$ cat config.mk
export PLATFORM = sky130hd
export DESIGN_NAME = psum_ofifo
export DESIGN_NICKNAME = d
export VERILOG_FILES = /design/src/rtl/psum_ofifo_pkg.sv /design/src/rtl/ofifo_col.sv /design/src/rtl/psum_ofifo.sv
export SDC_FILE = /design/constraint.sdc
export NUM_CORES = 2
export LEC_CHECK = 0
export ABC_CLOCK_PERIOD_IN_PS = 8600
export CAP_MARGIN = 20
export CORE_MARGIN = 3
export CORE_UTILIZATION = 25
export CTS_BUF_LIST = sky130_fd_sc_hd__clkbuf_8
export CTS_CLUSTER_DIAMETER = 60
export DETAILED_ROUTE_END_ITERATION = 7
export SYNTH_ARGS = -nofsm -noshare
export SYNTH_HDL_FRONTEND = slang
export SYNTH_SLANG_ARGS = --single-unit
$ cat constraint.sdc
create_clock -name clk -period 8.6 [get_ports clk]
set_input_delay 0.86 -clock clk [delete_from_list [all_inputs] [get_ports clk]]
set_output_delay 0.86 -clock clk [all_outputs]
set_load 0.005 [all_outputs]
$ cat src/rtl/psum_ofifo_pkg.sv
// Shared sizing defaults for the partial-sum output FIFO and its column queues.
package psum_ofifo_pkg;

    localparam int unsigned COL_DEF     = 8;
    localparam int unsigned PSUM_BW_DEF = 16;
    localparam int unsigned DEPTH_DEF   = 16;
    localparam int unsigned PTR_W_DEF   = $clog2(DEPTH_DEF);

    // Pointer width for a queue of d entries; never narrower than one bit.
    function automatic int unsigned ptr_w(input int unsigned d);
        return (d > 1) ? $clog2(d) : 1;
    endfunction

endpackage

$ cat src/rtl/ofifo_col.sv
// Single-column partial-sum queue: storage, wrapping pointers and an occupancy count.
module ofifo_col
    import psum_ofifo_pkg::*;
#(
    parameter int unsigned psum_bw = PSUM_BW_DEF,
    parameter int unsigned depth   = DEPTH_DEF
) (
    input  logic               clk,
    input  logic               rst_n,
    input  logic               push_i,
    input  logic               pop_i,
    input  logic [psum_bw-1:0] data_i,
    output logic [psum_bw-1:0] head_o,
    output logic               count_full_o,
    output logic               count_empty_o
);

    localparam int unsigned PTR_W = ptr_w(depth);
    localparam int unsigned CNT_W = PTR_W + 1;

    logic [psum_bw-1:0] mem_q [depth];
    logic [PTR_W-1:0]   wr_ptr_q, wr_ptr_d;
    logic [PTR_W-1:0]   rd_ptr_q, rd_ptr_d;
    logic [CNT_W-1:0]   cnt_q, cnt_d;
    logic               push_ok_c;

    assign count_full_o  = (cnt_q == CNT_W'(depth));
    assign count_empty_o = (cnt_q == '0);
    assign head_o        = mem_q[rd_ptr_q];

    // A full column still takes data when the same edge frees a slot.
    assign push_ok_c = push_i & (~count_full_o | pop_i);

    always_comb begin
        wr_ptr_d = wr_ptr_q;
        rd_ptr_d = rd_ptr_q;
        cnt_d    = cnt_q;
        if (push_ok_c) begin
            wr_ptr_d = wr_ptr_q + PTR_W'(1);
        end
        if (pop_i) begin
            rd_ptr_d = rd_ptr_q + PTR_W'(1);
        end
        case ({push_ok_c, pop_i})
            2'b10:   cnt_d = cnt_q + CNT_W'(1);
            2'b01:   cnt_d = cnt_q - CNT_W'(1);
            default: cnt_d = cnt_q;
        endcase
    end

    always_ff @(posedge clk or negedge rst_n) begin
        if (!rst_n) begin
            wr_ptr_q <= '0;
            rd_ptr_q <= '0;
            cnt_q    <= '0;
        end else begin
            wr_ptr_q <= wr_ptr_d;
            rd_ptr_q <= rd_ptr_d;
            cnt_q    <= cnt_d;
        end
    end

    // Storage is not reset; the count alone decides what is valid.
    always_ff @(posedge clk) begin
        if (push_ok_c) begin
            mem_q[wr_ptr_q] <= data_i;
        end
    end

endmodule

$ cat src/rtl/psum_ofifo.sv
// Output FIFO that reassembles skewed per-column MAC results into whole rows.
module psum_ofifo
    import psum_ofifo_pkg::*;
#(
    parameter int unsigned col     = COL_DEF,
    parameter int unsigned psum_bw = PSUM_BW_DEF,
    parameter int unsigned depth   = DEPTH_DEF
) (
    input  logic                   clk,
    input  logic                   reset,
    input  logic [psum_bw*col-1:0] in,
    input  logic [col-1:0]         wr,
    input  logic                   rd,
    output logic [psum_bw*col-1:0] out,
    output logic                   o_valid,
    output logic                   o_ready,
    output logic                   o_full,
    output logic                   o_ovf
);

    logic [col-1:0]         full_c;
    logic [col-1:0]         empty_c;
    logic [col-1:0]         drop_c;
    logic [psum_bw*col-1:0] head_c;
    logic                   pop_c;

    logic [psum_bw*col-1:0] out_q, out_d;
    logic                   valid_q, valid_d;
    logic                   ovf_q, ovf_d;

    for (genvar k = 0; k < col; k++) begin : g_col
        ofifo_col #(
            .psum_bw (psum_bw),
            .depth   (depth)
        ) u_col (
            .clk           (clk),
            .rst_n         (reset),
            .push_i        (wr[k]),
            .pop_i         (pop_c),
            .data_i        (in[psum_bw*k +: psum_bw]),
            .head_o        (head_c[psum_bw*k +: psum_bw]),
            .count_full_o  (full_c[k]),
            .count_empty_o (empty_c[k])
        );
    end

    assign o_ready = ~|empty_c;
    assign o_full  = |full_c;
    assign pop_c   = rd & o_ready;
    assign drop_c  = wr & full_c & {col{~pop_c}};

    always_comb begin
        out_d   = out_q;
        valid_d = pop_c;
        ovf_d   = ovf_q | (|drop_c);
        if (pop_c) begin
            out_d = head_c;
        end
    end

    always_ff @(posedge clk or negedge reset) begin
        if (!reset) begin
            out_q   <= '0;
            valid_q <= 1'b0;
            ovf_q   <= 1'b0;
        end else begin
            out_q   <= out_d;
            valid_q <= valid_d;
            ovf_q   <= ovf_d;
        end
    end

    assign out     = out_q;
    assign o_valid = valid_q;
    assign o_ovf   = ovf_q;

endmodule

==> impl_metrics.tcl <==
set metrics [dict create \
    wire_per_inst_um 22.1 \
    clock_tree.root_cell "clkbuf_8" \
    drtIter0Drc 3770 \
    cp_cell_sequence "nor4_1 -> nand2_1 -> nand4_1 -> clkdlybuf4s50_1" \
    vias 42200 \
    skew_ns 0.0715 \
    core.rowCount 217 \
    cts_buffers 377 \
    hp-class "in2async" \
    ir_worst_vdd_uv 212 \
    holdWs_ns 0.442 \
    setup-violations-final 0 \
    slew_viol_final 0 \
    utilization_pct 29.9 \
    io_buffers 270 \
    seq_power_share_pct 42.8 \
    wl_met1_um 88600 \
    synth_seq_cells 2282 \
    top_level_ports 271 \
    period_needed_ns 4.53 \
    die_x_um 601 \
    synth_cells 4156 \
    post_cts.repair.setup_buffers 0 \
    die_h_um 601 \
    switching_share_pct 32.1 \
    top_layer_used "met5" \
    die_area_um2 361000 \
    critPathKind "reg2out" \
    period_share_pct 52.7 \
    required_ns 7.74 \
    gp_congestion 0.765 \
    cts_tree "built" \
    switchingPower_mw 11.1 \
    fmax_ghz 0.221 \
    maxSlewHeadroom_pct 27.3 \
    syn_avg_cell_area_um2 21.3 \
    htreeDepth 5 \
    cellLeakagePower_nw 34.3 \
    power_density_nw_per_um2 330 \
    tightest_slew_ns 1.09 \
    clockPowerShare_pct 27.0 \
    clock_latency_ns 1.02 \
    synthArstFlopShare_pct 10.3 \
    drc 0 \
    antenna_found_initial 29 \
    vias_per_cell 4.34 \
    start_kind "flip-flop" \
    cp_max_fo 8 \
    dpl.cell_count 9017 \
    syn_nets 4368 \
    dp_hpwl_um 134000 \
    power_frac_comb_pct 30.2 \
    coreArea_um2 351000 \
    grt_pass1_wl_um 314000 \
    met2_length_um 108000 \
    routed_wl_um 215000 \
    nNetsFinal 4911 \
    synthDistinctLibCells 62 \
    cts_num_sinks 2282 \
    grt_max_degree 87 \
    synth_edf_count 2048 \
    final_antenna_net_count 0 \
    cpPeakStageDelay_ns 0.63 \
    tns_ns 0 \
    clk_pin_slew_ns 0.06 \
    internal_power_mw 23.5 \
    initial_core_util_pct 25.2 \
    grt_overflow 0 \
    area_growth_pct 18.6 \
    synthFlopType "edfxtp_1" \
    finalPower_mw 34.6 \
    outcome "complete, no violations" \
    syn-cell-area_um2 88500 \
    hold_violations 0 \
    synth-seq-area-share_pct 76.1 \
    max_cap_violations 0 \
    first_pass_iters 7 \
    ys_warn_count 0 \
    rsz0062_at_grt "no" \
    drive_above_1_share_pct 28.0 \
    track_usage_pct 11.6 \
    clockBufferDepth 4 \
    fin_cells 9725 \
    grt_pass1_vias 44700 \
    crit_slowest_cell "nand2_1" \
    cts-resized-gates 0 \
    worstSetupEndpointType "output port" \
    cp_data_arrival_time_ns 3.67 \
    wl_met3_um 12800 \
]
[flip-flops by register name, indices dropped and copies added, names as in the netlist]
signal	flops
o_valid	1
g_col.u_col.mem_q	2048
g_col.u_col.cnt_q	40
g_col.u_col.rd_ptr_q	32
out	128
o_ovf	1
g_col.u_col.wr_ptr_q	32
[stage by stage]
| stage | cell area (µm²) | setup slack, ns |
|---|---|---|
| 6_report | 105000 | 4.07 |
| 3_5_place_dp | 97400 | 3.68 |
| 4_1_cts | 105000 | 3.89 |
| 2_1_floorplan | 88500 | 4.89 |
| 3_3_place_gp | 97300 | 3.80 |
| 5_1_grt | 105000 | 3.67 |
[per-layer routing]
metal  track usage (%)  vias up
met4              3.78        8
met2              19.6     1299
met3              2.30      355
li1                  -    18100
met1              15.1    22400
met5                 0        -
[cells by family after synthesis]
family                     Yosys count  synth area share, %
and+or+nand+nor                    673                 3.22
adders and majority gates           73                 1.10
DFF                               2282                 76.1
muxes                              657                 16.5
buffers and inverters              256                 1.21
AOI/OAI and AO/OA                  135                 1.12
xor gates and xnor gates            80                0.791
[power groups by stage]
stage,sequential [mW],clock [mW],combinational (mW)
2_1_floorplan,14.3,0,7.19
3_3_place_gp,15.0,0,10.6
3_5_place_dp,15.1,0,10.7
4_1_cts,14.9,9.70,10.7
5_1_grt,15.0,10.2,11.3
6_report,14.8,9.36,10.4
[cell type report]
type / count / area (µm²)
Antenna cell: 9 / 22.5
Sequential cell: 2282 / 67400
Multi-Input combinational cell: 1618 / 20500
Clock buffer: 411 / 5660
Fill cell: 33800 / 246000
Timing Repair Buffer: 371 / 3590
Inverter: 49 / 196
Clock inverter: 277 / 1760
Tap cell: 4708 / 5890
[cell usage in the layout, fill, tap and decap left out, types with 10 or more instances in the layout]
master	count
mux2_2	10
o211ai_1	11
bufinv_16	16
clkinv_2	35
nor4_1	10
edfxtp_1	2048
nand2_1	453
nor2_2	91
inv_1	167
nand4_1	13
ha_1	65
a21o_1	24
xnor2_1	58
o2bb2ai_1	12
buf_4	88
mux4_2	640
nand3_1	17
nor3_2	23
xor2_1	22
clkinv_1	72
nand2b_1	11
a21oi_1	32
dfrtp_1	218
clkdlybuf4s50_1	269
clkbuf_8	411
nor2_1	16
[repair_timing]
action                                  4_1_cts  5_1_grt
hold buffers                                  1        0
endpoints found under the setup margin        0        0
hold endpoints to repair                     58        0
[worst max-delay path: cells and delay by family, from the launching register on]
family | cells | cell delay [ns]
DFF | 1 | 0.40
buffers and inverters | 1 | 0.58
and+or+nand+nor | 3 | 1.68
[cell usage after synthesis, types with 3 or more instances]
cell type / count / share of area (%)
o2bb2ai_1: 12 / 0.12
a21o_1: 24 / 0.20
buf_2: 64 / 0.36
and4b_1: 3 / 0.034
mux2i_1: 6 / 0.068
a32o_1: 5 / 0.057
nand3b_1: 4 / 0.034
mux2_2: 10 / 0.13
a21oi_1: 32 / 0.18
nor2b_1: 6 / 0.042
xnor2_1: 58 / 0.57
nand2_1: 453 / 1.9
inv_1: 48 / 0.20
nor2_1: 107 / 0.45
nor3_1: 24 / 0.14
clkbuf_2: 4 / 0.023
dfrtp_1: 234 / 6.6
nor4_1: 10 / 0.071
nand2b_1: 11 / 0.078
o21ai_0: 8 / 0.045
and3_1: 6 / 0.042
and2_1: 3 / 0.021
a31oi_1: 6 / 0.042
fa_1: 8 / 0.18
buf_1: 44 / 0.19
o22ai_1: 7 / 0.049
o211ai_2: 7 / 0.099
ha_1: 65 / 0.92
clkbuf_1: 92 / 0.39
nand4_1: 13 / 0.092
edfxtp_1: 2048 / 69
nand3_1: 17 / 0.096
mux4_2: 640 / 16
o211ai_1: 11 / 0.093
xor2_1: 22 / 0.22
o21ai_2: 5 / 0.049
a22o_1: 6 / 0.059
[path summary, 6_finish.rpt]
check	slack [ns]	from	end	cells past startpoint
max	4.07	g_col[5].u_col.cnt_q[1]$_DFFE_PN0P_	o_full	4
min	0.44	reset	out[29]$_DFFE_PN0N_	2
max reg2reg	4.10	g_col[7].u_col.cnt_q[0]$_DFFE_PN0P_	g_col[1].u_col.cnt_q[4]$_DFFE_PN0P_	12
min reg2reg	0.47	out[34]$_DFFE_PN0N_	out[34]$_DFFE_PN0N_	2
max in group asynchronous	6.12	reset	g_col[5].u_col.rd_ptr_q[0]$_DFFE_PN0N_	4
min in group clk	0.47	out[34]$_DFFE_PN0N_	out[34]$_DFFE_PN0N_	2
Note: power is estimated with default switching activity, not from simulation.
